## src/rtl/cnn_pkg.sv

```systemverilog
// Shared CNN datapath types and Q8.8 constants used by the MAC, the operand
// sequencer and the layer controller.
package cnn_pkg;

    typedef enum logic [1:0] {
        LAYER_CONV1 = 2'd0,
        LAYER_CONV2 = 2'd1,
        LAYER_FC    = 2'd2
    } layer_t;

    localparam int CONV_TERMS = 25;
    localparam int FC_TERMS   = 192;

    localparam int FRAC_BITS  = 8;
    localparam int Q_MAX      = 32767;
    localparam int Q_MIN      = -32768;

    typedef enum logic [2:0] {
        S_IDLE    = 3'd0,
        S_ISSUE   = 3'd1,
        S_DRAIN   = 3'd2,
        S_CAPTURE = 3'd3,
        S_RESULT  = 3'd4
    } seq_state_t;

endpackage

```

## src/rtl/requant_sat.sv

```systemverilog
// Combinational requantiser: Q16.16 accumulator + Q8.8 bias -> saturated Q8.8.
// Build option RELU_EN clamps negative results to zero after saturation.
module requant_sat
    import cnn_pkg::*;
#(
    parameter int ACC_W     = 32,
    parameter int DATA_W    = 16,
    parameter int FRAC_BITS = 8
) (
    input  logic [ACC_W-1:0]  acc,
    input  logic [DATA_W-1:0] bias,
    output logic [DATA_W-1:0] res
);

    localparam int SW = ACC_W + 1;
    localparam logic signed [SW-1:0] SAT_MAX = SW'(Q_MAX);
    localparam logic signed [SW-1:0] SAT_MIN = SW'(Q_MIN);

    logic signed [SW-1:0] acc_x;
    logic signed [SW-1:0] bias_x;
    logic signed [SW-1:0] sum;
    logic signed [SW-1:0] shifted;
    logic        [DATA_W-1:0] sat_v;

    function automatic logic [DATA_W-1:0] saturate(input logic signed [SW-1:0] v);
        if (v > SAT_MAX)
            return SAT_MAX[DATA_W-1:0];
        else if (v < SAT_MIN)
            return SAT_MIN[DATA_W-1:0];
        else
            return v[DATA_W-1:0];
    endfunction

    function automatic logic [DATA_W-1:0] relu(input logic [DATA_W-1:0] v);
`ifdef RELU_EN
        return v[DATA_W-1] ? '0 : v;
`else
        return v;
`endif
    endfunction

    // One guard bit above the accumulator keeps acc + bias from wrapping.
    assign acc_x   = SW'($signed(acc));
    assign bias_x  = SW'($signed(bias)) <<< FRAC_BITS;
    assign sum     = acc_x + bias_x;
    assign shifted = sum >>> FRAC_BITS;
    assign sat_v   = saturate(shifted);
    assign res     = relu(sat_v);

endmodule

```

## src/rtl/mac_operand_sequencer.sv

```systemverilog
// MAC operand sequencer: streams conv/FC operand pairs to the shared MAC, then
// requantises the accumulator and offers it on a valid/ready port. Option: RELU_EN.
module mac_operand_sequencer
    import cnn_pkg::*;
#(
    parameter int ADDR_W    = 16,
    parameter int DATA_W    = 16,
    parameter int ACC_W     = 32,
    parameter int FRAC_BITS = 8,
    parameter int KERNEL    = 5
) (
    input  logic              clk,
    input  logic              reset,
    input  logic              start,
    input  logic [1:0]        layer,
    input  logic [ADDR_W-1:0] win_base,
    input  logic [ADDR_W-1:0] row_w,
    input  logic [ADDR_W-1:0] wt_base,
    input  logic [DATA_W-1:0] bias,
    output logic [ADDR_W-1:0] fm_addr,
    output logic [ADDR_W-1:0] wt_addr,
    input  logic [DATA_W-1:0] fm_rdata,
    input  logic [DATA_W-1:0] wt_rdata,
    output logic              mac_en,
    output logic [1:0]        mac_layer,
    output logic [DATA_W-1:0] mac_a,
    output logic [DATA_W-1:0] mac_b,
    input  logic [ACC_W-1:0]  mac_acc,
    output logic [DATA_W-1:0] res_data,
    output logic              res_valid,
    input  logic              res_ready,
    output logic              busy,
    output logic              err
);

    localparam logic [ADDR_W-1:0] ADDR_ONE  = ADDR_W'(1);
    localparam logic [7:0]        CONV_LAST = 8'(KERNEL * KERNEL - 1);
    localparam logic [7:0]        FC_LAST   = 8'(FC_TERMS - 1);
    localparam logic [7:0]        COL_LAST  = 8'(KERNEL - 1);

    seq_state_t        state;
    logic [1:0]        lay_q;
    logic [ADDR_W-1:0] row_w_q;
    logic [ADDR_W-1:0] row_addr;
    logic [DATA_W-1:0] bias_q;
    logic [7:0]        k;
    logic [7:0]        col;
    logic [7:0]        last_k;
    logic              is_fc;
    logic [DATA_W-1:0] rq_data;

    assign mac_a  = fm_rdata;
    assign mac_b  = wt_rdata;
    assign is_fc  = (lay_q == LAYER_FC);
    assign last_k = is_fc ? FC_LAST : CONV_LAST;

    requant_sat #(
        .ACC_W     (ACC_W),
        .DATA_W    (DATA_W),
        .FRAC_BITS (FRAC_BITS)
    ) u_requant (
        .acc  (mac_acc),
        .bias (bias_q),
        .res  (rq_data)
    );

    always_ff @(posedge clk or posedge reset) begin
        if (reset) begin
            state     <= S_IDLE;
            lay_q     <= '0;
            row_w_q   <= '0;
            row_addr  <= '0;
            bias_q    <= '0;
            k         <= '0;
            col       <= '0;
            fm_addr   <= '0;
            wt_addr   <= '0;
            mac_en    <= 1'b0;
            mac_layer <= '0;
            res_data  <= '0;
            res_valid <= 1'b0;
            busy      <= 1'b0;
            err       <= 1'b0;
        end else begin
            err    <= 1'b0;
            // Read data for the address shown this cycle arrives next cycle.
            mac_en <= (state == S_ISSUE);
            case (state)
                S_IDLE: begin
                    if (start) begin
                        if (layer == 2'd3) begin
                            err <= 1'b1;
                        end else begin
                            lay_q     <= layer;
                            mac_layer <= layer;
                            row_w_q   <= row_w;
                            bias_q    <= bias;
                            fm_addr   <= win_base;
                            row_addr  <= win_base;
                            wt_addr   <= wt_base;
                            k         <= '0;
                            col       <= '0;
                            busy      <= 1'b1;
                            state     <= S_ISSUE;
                        end
                    end
                end
                S_ISSUE: begin
                    if (k == last_k) begin
                        state <= S_DRAIN;
                    end else begin
                        k       <= k + 8'd1;
                        wt_addr <= wt_addr + ADDR_ONE;
                        if (is_fc) begin
                            fm_addr <= fm_addr + ADDR_ONE;
                        end else if (col == COL_LAST) begin
                            // End of a window row: jump to the next row's left edge.
                            col      <= '0;
                            row_addr <= row_addr + row_w_q;
                            fm_addr  <= row_addr + row_w_q;
                        end else begin
                            col     <= col + 8'd1;
                            fm_addr <= fm_addr + ADDR_ONE;
                        end
                    end
                end
                S_DRAIN: begin
                    state <= S_CAPTURE;
                end
                S_CAPTURE: begin
                    // mac_acc is only valid this cycle; the MAC clears on the next edge.
                    res_data  <= rq_data;
                    res_valid <= 1'b1;
                    state     <= S_RESULT;
                end
                S_RESULT: begin
                    if (res_ready) begin
                        res_valid <= 1'b0;
                        busy      <= 1'b0;
                        state     <= S_IDLE;
                    end
                end
                default: begin
                    state <= S_IDLE;
                end
            endcase
        end
    end

endmodule

```

## config.mk

```make
export PLATFORM = sky130hd
export DESIGN_NAME = mac_operand_sequencer
export DESIGN_NICKNAME = d
export VERILOG_FILES = /design/src/rtl/cnn_pkg.sv /design/src/rtl/requant_sat.sv /design/src/rtl/mac_operand_sequencer.sv
export SDC_FILE = /design/constraint.sdc
export NUM_CORES = 1
export LEC_CHECK = 0
export ABC_AREA = 1
export BUFFER_PORTS_ARGS = -buffer_cell sky130_fd_sc_hd__buf_2
export CORE_MARGIN = 2
export CORE_UTILIZATION = 55
export CTS_CLUSTER_SIZE = 8
export DETAILED_ROUTE_END_ITERATION = 16
export GPL_TIMING_DRIVEN = 0
export PLACE_DENSITY = 0.87
export SLEW_MARGIN = 20
export SYNTH_ARGS = -nofsm -noshare
export SYNTH_HDL_FRONTEND = slang
export SYNTH_SLANG_ARGS = --single-unit
```

## constraint.sdc

```tcl
create_clock -name clk -period 6.8 [get_ports clk]
set_clock_uncertainty 0.2 [all_clocks]
set_input_delay 2.04 -clock clk [delete_from_list [all_inputs] [get_ports clk]]
set_output_delay 2.04 -clock clk [all_outputs]
set_load 0.05 [all_outputs]
```

# Word level (Yosys, flattened, before mapping)
# Index checks and enable logic that the tools add are counted.
dict set report totals {
  out_inout_bits 86
  input_bits 134
  regBits 121
  elab_cells 87
}
dict set report classes {
  bitwise_logic 1
  n_eq_ne 15
  muxes 38
  reduce_logical 11
  addsub 6
  magnitude_cmp 2
}
# operator count
set op_table {}
lappend op_table {{two-way mux 16 bit} 13}
lappend op_table {{one-hot mux 16 bit (2 select lines)} 3}
lappend op_table {{two-way mux 8 bit} 7}
lappend op_table {{adder 32 x 24 -> 33 bit} 1}
lappend op_table {{adder 16 x 1 -> 16 bit, second input constant} 2}
lappend op_table {{one-hot mux 8 bit (2 select lines)} 2}
lappend op_table {{greater-than comparator 25 x 16 -> 1 bit, second input constant} 1}
lappend op_table {{less-than comparator 25 x 16 -> 1 bit, second input constant} 1}
lappend op_table {{adder 16 bit} 1}
lappend op_table {{adder 8 x 1 -> 8 bit, second input constant} 2}
lappend op_table {{one-hot mux 3 bit (5 select lines)} 1}
lappend op_table {{two-way mux 3 bit} 4}
lappend op_table {{AND reduction 4 bit} 3}
lappend op_table {{inequality test 2 bit, second input constant} 5}
lappend op_table {{== test 8 x 3 -> 1 bit, second input constant} 1}
lappend op_table {{== test 8 bit} 1}
lappend op_table {{== test 3 x 2 -> 1 bit, second input constant} 2}
lappend op_table {{two-way mux 1 bit} 6}
lappend op_table {{AND reduction 6 bit} 1}
lappend op_table {{nonzero test 2 bit} 3}
lappend op_table {{AND reduction 5 bit} 1}
lappend op_table {{== test 2 bit, second input constant} 2}
lappend op_table {{inequality test 2 x 1 -> 1 bit, second input constant} 2}
lappend op_table {{one-hot mux 1 bit (2 select lines)} 2}
lappend op_table {{other kinds (6)} 6}

# Logic depth before layout (Yosys ltp)
dict set report depth {
  word_depth 5
  mapped_depth 21
  mapped_depth_nobuf 20
}

# Cells and area by module
# From an unflattened synthesis, not the netlist that was laid out.
dict set report unflattened {
  hier_cells 1380
  area_unflattened_um2 9318.9
}
# module seq_area_each_um2 cells_per_inst area_each_um2 n_inst
set by_module_without_submodules {}
lappend by_module_without_submodules {mac_operand_sequencer 3027.9 1021 7428.4 1}
lappend by_module_without_submodules {requant_sat 0.0 359 1890.6 1}

# Worst setup path after synthesis
# Ideal clock, no wire load.
dict set report synth_path {
  kind {input port to output port}
  from {input fm_rdata[0]}
  to {output mac_a[0]}
  t_required_ps 4560
  cell_stages 1
  path_buffers 1
  t_arrival_ps 2210
  path_slack_ps 2350
  path_cell_list {buf_4}
}
# element line
set synth_lines {}
lappend synth_lines {{from (decl)} mac_operand_sequencer.sv:22} ;# input logic [DATA_W-1:0] fm_rdata,
lappend synth_lines {{to (decl)} mac_operand_sequencer.sv:26} ;# output logic [DATA_W-1:0] mac_a,
# No word-level cell between the ends.

# Final worst setup path
dict set report layout_path {
  from {input fm_rdata[9]}
  to {output mac_a[9]}
}
# No word-level cell between the ends.

==> impl_metrics.env <==
export IMPL_die_area_um2=17260
export IMPL_cts_tree="done"
export IMPL_syn_area_um2=8924
export IMPL_fillers=1395
export IMPL_fin_util_pct=67.67
export IMPL_cp_required_ns=4.56
export IMPL_core_um2=15890
export IMPL_start_util_pct=56.18
export IMPL_multiInputGateArea_um2=4872
export IMPL_power_density_nw_per_um2=564.3
export IMPL_register_area_um2=3028
export IMPL_wl_per_cell_um=14.84
export IMPL_routed_wirelength_mm=25.93
export IMPL_cpPeakStageDelay_ns=0.25
export IMPL_cts_root_buf="clkbuf_16"
export IMPL_holdCritPathClass="reg2reg"
export IMPL_grt_pass1_wl_mm=42.77
export IMPL_cts_htree_levels=4
export IMPL_syn2layout_area_growth_pct=20.46
export IMPL_numCtsBuffers=17
export IMPL_path_cells="buf_4 -> buf_2"
export IMPL_portBuffers=179
export IMPL_grt_usage_pct=30.55
export IMPL_cp_startpoint="fm_rdata[9]"
export IMPL_synthCells=1318
export IMPL_synth_cell_type_count=44
export IMPL_synth_most_common_cell="nand2_1"
export IMPL_post_cts_buffers=0
export IMPL_stdcell_count=1747
export IMPL_hold_slack_ns=0.2837
export IMPL_fp_dieW_um=131.4
export IMPL_synth_edf_count=0
export IMPL_maxSlewViolCount=0
export IMPL_clk_pin_slew_ns=0.06
export IMPL_p_leak_nw=5.935
export IMPL_holdBufCountCts=0
export IMPL_fp_row_count=46
export IMPL_grt_pass1_vias=9092
export IMPL_ys_warn_count=0
export IMPL_cts_max_path_buffers=2
export IMPL_clock_sinks=121
export IMPL_start_kind="input pin"
export IMPL_tightest_slew_ns=0.8563
export IMPL_hpwl_mm=19.64
export IMPL_yosys_area_top_type="dfrtp_1"
export IMPL_worst_setup_path_type="in2out"
export IMPL_ys_top_cells_by_count="nand2_1, inv_1, dfrtp_1"
export IMPL_synth_nets=1498
export IMPL_synth_top_area_share_pct=33.93
export IMPL_async_reset_ff_share_pct=100.0
export IMPL_cts_resized=0
export IMPL_status="complete, no violations"
export IMPL_drcViolationCount=0
export IMPL_critPathMaxFanout=1
export IMPL_rsz0062_at_grt="no"
export IMPL_nets=1697
export IMPL_clk_latency_ns=0.43
export IMPL_fin_crit_ns=4.604
export IMPL_ys_ff_latch=121
export IMPL_drt_initial_drc_count=795
export IMPL_cp_slowest_cell="buf_2"
export IMPL_dpl_cell_count=1714
export IMPL_period_share_pct=67.71
export IMPL_die_h_um=131.4
export IMPL_max_freq_ghz=0.2172
export IMPL_layout_drive_gt1_share_pct=18.95
export IMPL_min_delay_start="res_data[14]"
export IMPL_gp_congestion=0.9820
export IMPL_yosys_most_used_dff="dfrtp_1"
export IMPL_vias=9394
export IMPL_critPathBufInv=2
export IMPL_end_kind="output port"
export IMPL_vias_per_cell=5.377
export IMPL_path_delay_family="buffers and inverters"
export IMPL_fin_tns_setup_ns=0
export IMPL_ios=220
export IMPL_synth_avg_cell_area_um2=6.771
export IMPL_dr_pass1_iters=5
export IMPL_hold_viol=0
export IMPL_grt_max_degree=64
export IMPL_maxCapViolCount=0
export IMPL_timing_slew_headroom_pct=42.92
export IMPL_irDropWorstVdd_mv=0.3524
export IMPL_setup_viol=0
export IMPL_ys_seq_area_share_pct=33.93
export IMPL_arrival_ns=2.36
export IMPL_drtAntennaViolNets=0
export IMPL_antenna_found_initial=1
export IMPL_overflow=0
export IMPL_synthTopCellsByArea="dfrtp_1, nand2_1, inv_1"
export IMPL_r2r_start="bias_q[15]"
## stage by stage
stage               cell area [um^2]  setup WS [ns]  total power [mW]
CTS                            10750          2.197             6.016
global route                   10750          2.186             6.551
global placement               10090       -0.03825             4.916
detailed placement             10120          2.096             5.009
finish                         10750          2.196             6.066
floorplan                       8924          1.346             4.104
## worst reg2reg max path, stage by stage, from the launching register on
cell	delay [ns]
dfrtp_1	0.54
ha_1	0.54
nand2_1	0.16
nor2_1	0.20
nand2_1	0.12
nor2_1	0.10
nand2_1	0.15
nand3_2	0.12
nand2_1	0.05
nand2_1	0.06
nand2_1	0.05
nor2_1	0.08
nand3_1	0.09
nand2_2	0.12
buf_6	0.15
nand2_1	0.07
nand2_1	0.09
nand2_1	0.06
## where the power goes
group | switching, mW | internal, mW | total (mW)
sequential | 0.286 | 1.04 | 1.32
clock | 0.352 | 0.615 | 0.968
combinational | 2.58 | 1.19 | 3.78
total | 3.22 | 2.84 | 6.07
## cells in the final DEF, fill, tap and decap left out, types with 3 or more instances in the layout
| cell type | count |
|---|---|
| nor2_1 | 100 |
| inv_2 | 3 |
| inv_6 | 4 |
| a31oi_1 | 18 |
| o21ai_0 | 56 |
| a22oi_1 | 7 |
| nand2_2 | 10 |
| o21bai_1 | 4 |
| clkinv_2 | 3 |
| a21oi_1 | 65 |
| o211ai_1 | 8 |
| nor3_1 | 15 |
| inv_1 | 155 |
| clkinv_4 | 3 |
| o31ai_1 | 4 |
| buf_2 | 187 |
| a21o_1 | 3 |
| nor4_1 | 3 |
| o21ai_1 | 3 |
| ha_1 | 44 |
| clkbuf_16 | 17 |
| nand2_1 | 485 |
| buf_4 | 33 |
| nor2_2 | 8 |
| nand3_2 | 5 |
| xor2_1 | 26 |
| nand3_1 | 52 |
| dfrtp_1 | 121 |
| clkbuf_1 | 23 |
| buf_6 | 4 |
| bufinv_16 | 4 |
| nand4_1 | 18 |
| xnor2_1 | 15 |
## kinds of logic (layout without fill, tap and decap cells)
group / after synthesis / count (layout) / share of synthesized area, %
compound gates: 174 / 174 / 10.91
xor+xnor: 42 / 42 / 4.207
fa+ha+maj: 46 / 46 / 6.618
buf+inv: 229 / 441 / 11.47
flops: 121 / 121 / 33.93
other cells: 0 / 1 / 0
simple gates: 706 / 706 / 32.87
## flip-flops by register name, summed over array words and instances (netlist names)
| register | count |
|---|---|
| fm_addr | 16 |
| lay_q | 2 |
| state | 3 |
| err | 1 |
| res_data | 16 |
| mac_en | 1 |
| row_addr | 16 |
| col | 8 |
| row_w_q | 16 |
| bias_q | 16 |
| k | 8 |
| res_valid | 1 |
| wt_addr | 16 |
| busy | 1 |
## metal layers
layer | up-vias | wire, um | global-route usage, %
met4 | 0 | 1024 | 15.10
li1 | 4566 | - | -
met3 | 86 | 1957 | 5.170
met5 | - | 0 | 0
met1 | 4322 | 10440 | 37.76
met2 | 420 | 12510 | 51.81
## area by class of cell
type | instances | share of cell area (%)
multi-input cells | 968 | 45.33
flip-flops and latches | 121 | 28.17
repair buffers | 180 | 8.590
inverters | 160 | 5.634
clock buffers | 18 | 3.993
plain buffers | 69 | 3.934
well taps | 216 | 2.514
clock inverters | 14 | 1.816
diodes | 1 | 0.02328
## final timing paths
check,endpoint,slack [ns],depth (start not counted)
worst max-delay path,mac_a[9],2.20,2
worst min-delay path,res_data[14],0.28,2
worst max register to register,res_data[7],3.73,17
worst min register to register,res_data[14],0.28,2
max in group asynchronous,bias_q[6],4.21,3
min in group asynchronous,wt_addr[8],1.48,2
(Power assumes the default switching activity.)
